$ cat src/rtl/dmem_arb_pkg.sv
// Shared types and reset constants for the data-memory port arbiter.
package dmem_arb_pkg;

  typedef enum logic [1:0] {
    IDLE   = 2'd0,
    ACCESS = 2'd1,
    RESP   = 2'd2
  } arb_state_e;

  typedef enum logic {
    PORT_CORE = 1'b0,
    PORT_DBG  = 1'b1
  } arb_port_e;

  localparam arb_port_e GRANT_RST      = PORT_CORE;
  // Debug counts as last served so the core wins the first conflict.
  localparam arb_port_e LAST_GRANT_RST = PORT_DBG;

  function automatic arb_port_e other_port(input arb_port_e p);
    return (p == PORT_CORE) ? PORT_DBG : PORT_CORE;
  endfunction

endpackage

$ cat src/rtl/sat_counter.sv
// Saturating up-counter; holds at all-ones instead of wrapping.
module sat_counter #(
  parameter int unsigned CNT_W = 16
) (
  input  logic             i_clk,
  input  logic             i_rst_n,
  input  logic             i_inc,
  output logic [CNT_W-1:0] o_cnt
);

  always_ff @(posedge i_clk or negedge i_rst_n) begin
    if (!i_rst_n) begin
      o_cnt <= '0;
    end else if (i_inc && (o_cnt != {CNT_W{1'b1}})) begin
      o_cnt <= o_cnt + CNT_W'(1);
    end
  end

endmodule

$ cat src/rtl/dmem_arbiter.sv
// Round-robin arbiter sharing the single data-memory/IO port between the core
// load/store path and a debug/DMA master; one access in flight at a time.
module dmem_arbiter
  import dmem_arb_pkg::*;
#(
  parameter int unsigned ADDR_W = 32,
  parameter int unsigned DATA_W = 32,
  parameter int unsigned CNT_W  = 16
) (
  input  logic              i_clk,
  input  logic              i_rst_n,
  input  logic              i_c_req,
  input  logic              i_c_we,
  input  logic [ADDR_W-1:0] i_c_addr,
  input  logic [DATA_W-1:0] i_c_wdata,
  output logic [DATA_W-1:0] o_c_rdata,
  output logic              o_c_ack,
  output logic              o_c_stall,
  input  logic              i_d_req,
  input  logic              i_d_we,
  input  logic [ADDR_W-1:0] i_d_addr,
  input  logic [DATA_W-1:0] i_d_wdata,
  output logic [DATA_W-1:0] o_d_rdata,
  output logic              o_d_ack,
  output logic [ADDR_W-1:0] o_mem_addr,
  output logic [DATA_W-1:0] o_mem_wdata,
  output logic              o_mem_wren,
  output logic              o_mem_rden,
  input  logic [DATA_W-1:0] i_mem_rdata,
  output logic [CNT_W-1:0]  o_stall_cnt
);

  arb_state_e        state_q, state_d;
  arb_port_e         grant_q, grant_d;
  arb_port_e         last_grant_q, last_grant_d;
  arb_port_e         pick;
  logic              start;
  logic              pick_we;
  logic              rd_q, rd_d;
  logic              c_ack_d, d_ack_d;
  logic              wren_d, rden_d;
  logic [ADDR_W-1:0] addr_d;
  logic [DATA_W-1:0] wdata_d;

  // State, grant bookkeeping and all registered outputs.
  always_ff @(posedge i_clk or negedge i_rst_n) begin
    if (!i_rst_n) begin
      state_q      <= IDLE;
      grant_q      <= GRANT_RST;
      last_grant_q <= LAST_GRANT_RST;
      rd_q         <= 1'b0;
      o_c_ack      <= 1'b0;
      o_d_ack      <= 1'b0;
      o_mem_wren   <= 1'b0;
      o_mem_rden   <= 1'b0;
      o_mem_addr   <= '0;
      o_mem_wdata  <= '0;
    end else begin
      state_q      <= state_d;
      grant_q      <= grant_d;
      last_grant_q <= last_grant_d;
      rd_q         <= rd_d;
      o_c_ack      <= c_ack_d;
      o_d_ack      <= d_ack_d;
      o_mem_wren   <= wren_d;
      o_mem_rden   <= rden_d;
      o_mem_addr   <= addr_d;
      o_mem_wdata  <= wdata_d;
    end
  end

  // Next-state, arbitration and memory-side mux.
  always_comb begin
    state_d      = state_q;
    grant_d      = grant_q;
    last_grant_d = last_grant_q;
    rd_d         = rd_q;
    c_ack_d      = 1'b0;
    d_ack_d      = 1'b0;
    wren_d       = 1'b0;
    rden_d       = 1'b0;
    addr_d       = o_mem_addr;
    wdata_d      = o_mem_wdata;
    start        = 1'b0;
    pick         = grant_q;
    pick_we      = 1'b0;

    case (state_q)
      IDLE: begin
        if (i_c_req && i_d_req) begin
          start = 1'b1;
          pick  = other_port(last_grant_q);
        end else if (i_c_req) begin
          start = 1'b1;
          pick  = PORT_CORE;
        end else if (i_d_req) begin
          start = 1'b1;
          pick  = PORT_DBG;
        end
      end
      ACCESS: begin
        state_d      = RESP;
        last_grant_d = grant_q;
        c_ack_d      = (grant_q == PORT_CORE);
        d_ack_d      = (grant_q == PORT_DBG);
      end
      RESP: begin
        // The port being acked now is ignored; only the other one may chain.
        pick    = other_port(grant_q);
        start   = (grant_q == PORT_CORE) ? i_d_req : i_c_req;
        state_d = IDLE;
      end
      default: state_d = IDLE;
    endcase

    if (start) begin
      state_d = ACCESS;
      grant_d = pick;
      if (pick == PORT_CORE) begin
        addr_d  = i_c_addr;
        wdata_d = i_c_wdata;
        pick_we = i_c_we;
      end else begin
        addr_d  = i_d_addr;
        wdata_d = i_d_wdata;
        pick_we = i_d_we;
      end
      wren_d = pick_we;
      rden_d = !pick_we;
      rd_d   = !pick_we;
    end
  end

  assign o_c_rdata = (o_c_ack && rd_q) ? i_mem_rdata : '0;
  assign o_d_rdata = (o_d_ack && rd_q) ? i_mem_rdata : '0;
  assign o_c_stall = i_c_req & ~o_c_ack;

  sat_counter #(.CNT_W(CNT_W)) u_stall_cnt (
    .i_clk   (i_clk),
    .i_rst_n (i_rst_n),
    .i_inc   (o_c_stall),
    .o_cnt   (o_stall_cnt)
  );

endmodule

$ cat config.mk
export PLATFORM = sky130hd
export DESIGN_NAME = dmem_arbiter
export DESIGN_NICKNAME = d
export VERILOG_FILES = /design/src/rtl/dmem_arb_pkg.sv /design/src/rtl/sat_counter.sv /design/src/rtl/dmem_arbiter.sv
export SDC_FILE = /design/constraint.sdc
export NUM_CORES = 1
export LEC_CHECK = 0
export CAP_MARGIN = 25
export CORE_UTILIZATION = 34
export DETAILED_ROUTE_END_ITERATION = 7
export GPL_TIMING_DRIVEN = 0
export PLACE_DENSITY = 0.85
export RECOVER_POWER = 25
export SLEW_MARGIN = 5
export SYNTH_ARGS = -nofsm -noshare
export SYNTH_HDL_FRONTEND = slang
export SYNTH_HIERARCHICAL = 1
export SYNTH_SLANG_ARGS = --single-unit
$ cat constraint.sdc
create_clock -name i_clk -period 1.8 [get_ports i_clk]
set_input_delay 0.36 -clock i_clk [delete_from_list [all_inputs] [get_ports i_clk]]
set_output_delay 0.36 -clock i_clk [all_outputs]
set_load 0.005 [all_outputs]
Yosys cells after proc, flatten, opt, wreduce, memory -nomap -nowiden
Cells that the tools add are included.
Cells by class
  multipliers: 0
  add/subtract/negate cells: 1
  equality and inequality tests: 4
  shifts and indexed selects: 0
  order comparisons: 0
  mux-type cells: 23
  bitwise operators: 3
  reduce and logical (&&, ||, !) cells: 6
  divide/modulo/power cells: 0
Operator list (count)
  2-to-1 mux 32 bit: 4
  adder 16 x 1 -> 16 bit (second input constant): 1
  != test 16 bit (second input constant): 1
  2-to-1 mux 1 bit: 15
  logical AND 1 bit: 4
  one-hot mux 1 bit (2 select lines): 2
  one-hot mux 2 bit (2 select lines): 1
  == test 2 x 1 -> 1 bit (second input constant): 1
  == test 2 bit (second input constant): 1
  zero test 2 bit: 1
  2-to-1 mux 2 bit: 1
  != test 2 bit (second input constant): 1
  NOT 1 bit: 2
  bitwise AND 1 bit: 1
  zero test 1 bit: 1
Word-level totals
  bits in registers: 89
  bits in latches: 0
  word-level logic and storage cells: 48
  memory bits (writable): 0
  bits of input ports: 166
  ROM bits: 0
  memories: 0

Depth between registers and ports, before layout
Gate-level depths: netlist (run 1).
  depth in word-level cells: 8
  gate-level depth with buffers: 7
  depth with buffers taken out: 6

By module
The synthesis (run 1) kept the hierarchy.
Modules (own cells, without submodules)
  dmem_arbiter: area an instance 4304.1 um^2, sequential area each 1828.0 um^2, cells each 486, times used 1
  sat_counter: area an instance 884.6 um^2, sequential area each 400.4 um^2, cells each 77, times used 1

Worst setup path before layout (run 1)
No wires, ideal clock.
  path kind: flip-flop to flip-flop
  start: register o_c_ack
  end: register u_stall_cnt.o_cnt[15]
  buffers on the path: 1
  library setup time: 0.125 ns
  path slack: -0.042 ns
  data required time: 1.675 ns
  arrival time: 1.717 ns
  cell stages (with the launch flop): 7
  cell sequence: dfrtp_1 -> clkbuf_1 -> nor2_1 -> nand4_1 -> nor4_4 -> nand3_2 -> mux2_4
On the way
  cells in the longest elaborated chain, start to end: 3
Ends and longest elaborated chain
  start, declared: line dmem_arbiter.sv:17  | output logic o_c_ack,
  start signal, assigned: line dmem_arbiter.sv:63  | o_c_ack <= c_ack_d;
  NOT 1 bit: line dmem_arbiter.sv:136  | assign o_c_stall = i_c_req & ~o_c_ack;
  bitwise AND 1 bit: line dmem_arbiter.sv:136
  net o_c_stall: line dmem_arbiter.sv:18  | output logic o_c_stall,
  logical AND 1 bit: line sat_counter.sv:14  | end else if (i_inc && (o_cnt != {CNT_W{1'b1}})) begin
  end signal, assigned: line sat_counter.sv:15  | o_cnt <= o_cnt + CNT_W'(1);
  end, declared: line sat_counter.sv:8  | output logic [CNT_W-1:0] o_cnt
The timed path passes the listed nets, and every way through them passes these cells.
A chain may end at the register's enable or synchronous reset.

Worst setup path after layout (run 1)
  start: register o_c_ack
  end: register u_stall_cnt.o_cnt[15]
On the way
  cells in the longest elaborated chain, start to end: 3
Ends and longest elaborated chain (line)
  NOT 1 bit: dmem_arbiter.sv:136
  bitwise AND 1 bit: dmem_arbiter.sv:136
  logical AND 1 bit: sat_counter.sv:14
No other way between the ends.

==> results by group, run 1 <==
Run status
  • Status: finished with violations
  • Failing checks: DRC, setup timing

Timing
  • Period utilization: 104%
  • Clock skew: 0.0123 ns
  • Final setup violation count: 3
  • Slew Limit Fails: 0
  • Setup ws final: -0.0800 ns
  • Crit path time final: 1.88 ns
  • Setup TNS: -0.110 ns
  • Max frequency: approximately 0.53 GHz
  • Relative slew slack: 12.7%
  • Worst slew pin tran: between 1 and 1.5 ns
  • RSZ-0062 raised after global routing: true
  • Final Hold Fails: 0

Finish
  • Final core occ: 62.7%
  • Count of nets after finishing: about 1.1k
  • Synthesis-to-layout area growth: 77.7%
  • Share of layout cells above drive strength 1: 19.3%
  • Finished layout cell area: 9220 sq um
  • Antenna fix cells: 0

Die
  • Die extent in y: ~130 um
  • Core Footprint: 14,700 sq um
  • Die area: approximately 16,000 sq um
  • Die width: 126 um
  • Initial Util: 35.3%
  • # IOs: roughly 320
  • Row count: 44

GRT
  • Tot GR Track Use: 26.6%
  • Remaining global-route overflow: 0
  • Vias in the first global route: approximately 6.1k
  • First-pass GRT wire length: 33,100 um
  • Largest net degree at the start of global routing: 52
  • Initial antenna violation count: 0

Yosys
  • Synth top cells by count: 133 x nand2_1, 88 x dfrtp_1, 67 x and3_1, 65 x o2111ai_1, 55 x o211ai_1
  • Syn Nets: 730
  • Library cells used by synthesis: 43
  • Post-synthesis sequential area ratio: 42.9%
  • Yosys reg bits: 89
  • Yosys top cell by area: dfrtp_1
  • Ys Warns: 6
  • Number of synthesized flops with an enable pin: 0
  • Asr flop ratio synth: 100%
  • Post-Syn Area per Cell: 9.22 sq um
  • Ranking of synthesized cells by area: dfrtp_1 42%, o2111ai_1 11%, nand2_1 9.6%
  • Top-count cell post-synth: nand2_1
  • Synthesized instance count: 563
  • Post-Syn Area: a little over 5000 sq um
  • Post-synth top area share: between 40% and 50%
  • Top_reg_cell synth: dfrtp_1

Clocking
  • Clock Latency Late Sink: 0.34 ns
  • CTS tree: done
  • H-tree levels: 3
  • CTS Sinks: approximately 90
  • Worst-case clock buffer depth: 2
  • CTS root buf: clkbuf_16
  • Clk slew on worst S/H paths: 0.07 ns
  • Hold Buf Count CTS: 0
  • Num CTS Buffers: 9

Worst setup path
  • Type of the worst setup path: reg2reg
  • Crit start category: flip-flop
  • Crit path buf inv count: 3
  • Worst stage delay on the critical path: 0.42 ns
  • Reg2reg setup slack: -0.08 ns
  • RR Endpoint: u_stall_cnt/o_cnt[15]
  • CP most frequent cell: buf_6
  • CP max stage cell: dfrtp_2
  • Critical path fanouts, max: 7
  • Largest delay share family, worst path: simple AND/OR/NAND/NOR gates
  • Crit-path cells: buf_6 -> buf_8 -> nor2_4 -> buf_6 -> nand4_1 -> nor4_4 -> nand3_2 -> mux2_4
  • Crit end category: flip-flop
  • WP data arrival: between 2 and 2.5 ns
  • RR Startpoint: o_c_ack
  • Req. time, crit path: 2.03 ns
  • Worst Reg2Reg Path Length in Cells: 8

Place
  • I/O Buffers: 314
  • Sum of net half-perimeters after detailed placement: 15,400 um
  • DP Area: roughly 8600 sq um
  • Final GP Congestion: between 0.8 and 0.9

Power
  • Leakage power: slightly above 4 nW
  • PwrDens: approximately 1500 nW/um^2
  • Tot Pwr: 14.1 mW
  • Worst VDD drop: 0.000810 V

Routing
  • Residual DRC: 23
  • Via Count: around 6k
  • Drt pass-1 iters: 7
  • ANT nets after route: 0
  • Vias per std cell: between 5 and 6
  • Iteration-0 DRC Markers: 276
  • Wire length per cell: approximately 19 um
  • Routed WL: 21,100 um

Job
  • Max_cap viols: 0

Hold path
  • Hold Path Class: in2async
[worst max-delay path by stage]
stage,cells after the start,slack (ns),end,from
2_1_floorplan,6,0.08,u_stall_cnt/o_cnt[15],o_c_ack
3_3_place_gp,1,-3.08,o_mem_wdata[24],i_rst_n
3_5_place_dp,7,-0.60,o_mem_wdata[11],i_c_req
4_1_cts,4,-0.25,o_c_rdata[13],rd_q
5_1_grt,8,-0.14,u_stall_cnt/o_cnt[15],o_c_ack
6_report,8,-0.08,u_stall_cnt/o_cnt[15],o_c_ack
[cell type report]
type,count,area [sq um]
flip-flops and latches,89,2240
multi-input cells,406,2710
clock inverters,6,92.6
repair buffers,343,3230
fillers,1224,5480
plain buffers,62,489
inverters,3,11.3
well taps,184,230
clock buffers,9,225
[worst register-to-register path: stages (launching register included)]
cell,delay (ns)
dfrtp_2,0.42
buf_6,0.13
buf_8,0.12
nor2_4,0.09
buf_6,0.11
nand4_1,0.15
nor4_4,0.34
nand3_2,0.11
mux2_4,0.30
[where the power goes]
part           switching, mW  leakage (nW)  internal [mW]
logic                   4.30          2.81           4.22
registers              0.626          1.11           2.92
clock network          0.826         0.148           1.22
total                   5.76          4.06           8.36
[per-layer routing]
metal	vias up	routed length, um	share of wire, %	track usage (%)
li1	2826	-	-	-
met1	2915	8200	39	31.2
met5	-	0	0	0
met3	38	1620	7.7	6.50
met4	0	542	2.6	9.47
met2	268	10700	51	47.0
[cells in the final DEF (no fill, tap or decap), types with 10 or more instances in the layout]
cell	n
dlygate4sd2_1	14
clkdlybuf4s50_1	246
nand2_1	132
buf_6	18
o211ai_1	55
buf_2	17
dfrtp_1	81
o211ai_2	10
and3_1	59
buf_4	30
clkbuf_2	33
o2111ai_1	65
clkdlybuf4s15_1	21
[what timing repair did]
item,in CTS,in global routing
resized for setup,152,105
setup endpoints to repair,142,113
buffers inserted,7,20
gates cloned,1,0
pin swaps,4,9
[metrics by stage]
stage	hold WS, ns	setup WS (ns)	cells
finish	0.307	-0.0800	1102
global route	0.410	-0.143	1102
CTS	0.0863	-0.250	1084
detailed placement	0.447	-0.599	1062
global placement	0.471	-3.08	1061
floorplan	0.0644	0.0771	563
[registers in the layout (all words and copies together) (netlist names)]
| register | count |
|---|---|
| grant_q | 1 |
| last_grant_q | 1 |
| o_c_ack | 1 |
| o_d_ack | 1 |
| o_mem_addr | 32 |
| o_mem_rden | 1 |
| o_mem_wdata | 32 |
| o_mem_wren | 1 |
| rd_q | 1 |
| state_q | 2 |
| u_stall_cnt/o_cnt | 16 |
[cells by family after synthesis]
kind of cell	Yosys count	synth area share [%]
buf+inv	68	6.63
mux	4	0.989
compound gates	151	24.4
simple gates	243	23.6
flops	89	42.9
xor+xnor	7	1.18
fa+ha+maj	1	0.241
Note: power is estimated with default switching activity, not from simulation.
==> run 2, diff against run 1 <==
--- a/config.mk
+++ b/config.mk
@@ -6,10 +6,10 @@
 export NUM_CORES = 1
 export LEC_CHECK = 0
 export CAP_MARGIN = 25
-export CORE_UTILIZATION = 34
+export CORE_AREA = 2 2 123 125
 export DETAILED_ROUTE_END_ITERATION = 7
-export GPL_TIMING_DRIVEN = 0
-export PLACE_DENSITY = 0.85
+export DIE_AREA = 0 0 125 127
+export PLACE_DENSITY = 0.8
 export RECOVER_POWER = 25
 export SLEW_MARGIN = 5
 export SYNTH_ARGS = -nofsm -noshare
==> constraint.sdc (replaced) <==
create_clock -name i_clk -period 2.3 [get_ports i_clk]
set_input_delay 0.46 -clock i_clk [delete_from_list [all_inputs] [get_ports i_clk]]
set_output_delay 0.46 -clock i_clk [all_outputs]
set_load 0.005 [all_outputs]
==> results by group, run 2 (synthesized netlist as in run 1, its figures left out) <==
Die
  • Die extent in y: approximately 130 um
  • Die width: 125 um
  • Row count: 44
  • Core Footprint: around 14,000 sq um
  • # IOs: 315
  • Initial Util: between 30% and 40%
  • Die area: around 16,000 sq um

Routing
  • Vias per std cell: 5.48
  • Residual DRC: 0
  • Routed WL: 18,600 um
  • Drt pass-1 iters: 5
  • Wire length per cell: about 18 um
  • ANT nets after route: 0
  • Iteration-0 DRC Markers: 304
  • Via Count: ~5.7k

Worst setup path
  • RR Startpoint: grant_q
  • Crit end category: output port
  • WP data arrival: between 1.5 and 2 ns
  • Type of the worst setup path: reg2out
  • Crit start category: flip-flop
  • Critical path fanouts, max: 48
  • Req. time, crit path: ~1.8 ns
  • Worst Setup SP: rd_q

GRT
  • Largest net degree at the start of global routing: 54
  • Initial antenna violation count: 0
  • Remaining global-route overflow: 0
  • Tot GR Track Use: 22.7%
  • Vias in the first global route: 5,452
  • First-pass GRT wire length: about 29,000 um

Finish
  • Share of layout cells above drive strength 1: 8.41%
  • Post-route insts no fill: 1,040
  • Filler Cells Inserted: 1,222
  • Commonest non-fill, non-tap cell in the layout: clkdlybuf4s50_1
  • Most frequent cells in the layout: 312 x clkdlybuf4s50_1, 133 x nand2_1, 87 x dfrtp_1
  • Synthesis-to-layout area growth: 71.0%
  • Area of the multi-input gates: 2650 sq um
  • Antenna fix cells: 0
  • Biggest regs: o_mem_addr (32), o_mem_wdata (32), u_stall_cnt/o_cnt (16)
  • Count of nets after finishing: 1,020
  • Reg area: 2230 sq um

Hold path
  • HP Start: o_mem_wdata[10]
  • Hold Path Class: reg2reg

Clocking
  • Clk slew on worst S/H paths: 0.07 ns
  • CTS Sinks: 89
  • H-tree levels: 3
  • Clock Latency Late Sink: 0.35 ns
  • Worst-case clock buffer depth: 2
  • CTS root buf: clkbuf_16
  • CTS tree: done
  • Num CTS Buffers: 9

Power
  • Tot Pwr: between 10 and 15 mW
  • Worst VDD drop: 0.000617 V
  • Leakage power: 3.64 nW
  • PwrDens: between 1000 and 1500 nW/um^2

Place
  • Sum of net half-perimeters after detailed placement: 13,600 um
  • Placed cell count: 1,025
  • Final GP Congestion: 0.827
  • I/O Buffers: 314

Timing
  • Period utilization: 97.5%
  • Slew Limit Fails: 0
  • Final Hold Fails: 0
  • Crit path time final: 2.24 ns
  • Max frequency: 0.446 GHz
  • Worst slew pin tran: 1.02 ns
  • RSZ-0062 raised after global routing: false
  • Clock skew: 0.0117 ns
  • Final setup violation count: 0
  • Relative slew slack: between 30 and 40%

Run status
  • Status: finished clean

Job
  • Max_cap viols: 0
-- run 2: cell types whose count changed in the layout (fill, tap and decap cells not counted), sizes merged --
cell,change
buf,-44
clkinv,-1
clkdlybuf4s15,-22
clkdlybuf4s50,+66
bufinv,-1
dlygate4sd2,-14
dlygate4sd3,+1
clkbuf,-47
-- run 2: cell type report --
cell class | count | area share, %
Sequential cell | 89 | 25.1
Inverter | 3 | 0.155
Tap cell | 184 | 2.59
Timing Repair Buffer | 344 | 39.1
Multi-Input combinational cell | 406 | 29.9
Clock buffer | 10 | 2.58
Clock inverter | 4 | 0.606
-- run 2: worst paths after layout --
path                                   endpoint  slack [ns]  cells after the start
worst max register to register   o_mem_wdata[4]        0.40                      6
worst min register to register  o_mem_wdata[10]        0.50                      2
min in group asynchronous       o_mem_wdata[25]        0.86                      2
max in group asynchronous        o_mem_addr[12]        0.37                      3
worst max-delay path               o_d_rdata[8]        0.06                      3
worst min-delay path            o_mem_wdata[10]        0.50                      2
-- run 2: metrics by stage --
stage / area [sq um] / utilization, % / setup TNS [ns] / worst slack, ns / hold slack, ns
after floorplan: 5190 / - / 0 / 0.458 / 0.164
after global placement: 8590 / 59.6 / 0 / 0.0597 / 0.351
after detailed placement: 8590 / 59.6 / -0.0256 / -0.0123 / 0.352
after CTS: 8890 / 61.6 / 0 / 0.0458 / 0.499
after global routing: 8870 / 61.5 / 0 / 0.00670 / 0.515
final: 8870 / 61.5 / 0 / 0.0565 / 0.496
-- run 2: where the power goes --
part	total (mW)	internal (mW)	switching, mW	leakage, nW
clock	1.46	0.835	0.622	0.131
combinational	5.94	2.95	2.99	2.39
sequential	2.77	2.28	0.489	1.11
total	10.2	6.06	4.10	3.64
-- run 2: worst max-delay path: stages, from the launching register on --
cell and delay (ns):
dfrtp_1 0.35, buf_4 0.30, and3_1 0.27, clkdlybuf4s50_1 0.52
-- run 2: repair_timing --
| item | CTS | global route |
|---|---|---|
| resized for setup | 0 | 1 |
| endpoints found under the setup margin | 0 | 1 |
| hold buffers | 1 | 0 |
| endpoints found under the hold margin | 15 | 0 |
| setup buffers | 0 | 0 |
-- run 2: metal layers --
metal | share of wire, % | routed length, um | track usage [%]
met5 | 0 | 0 | 0
met4 | 1.9 | 359 | 6.21
met3 | 7.8 | 1460 | 6.95
met2 | 51 | 9490 | 40.0
met1 | 39 | 7300 | 26.9
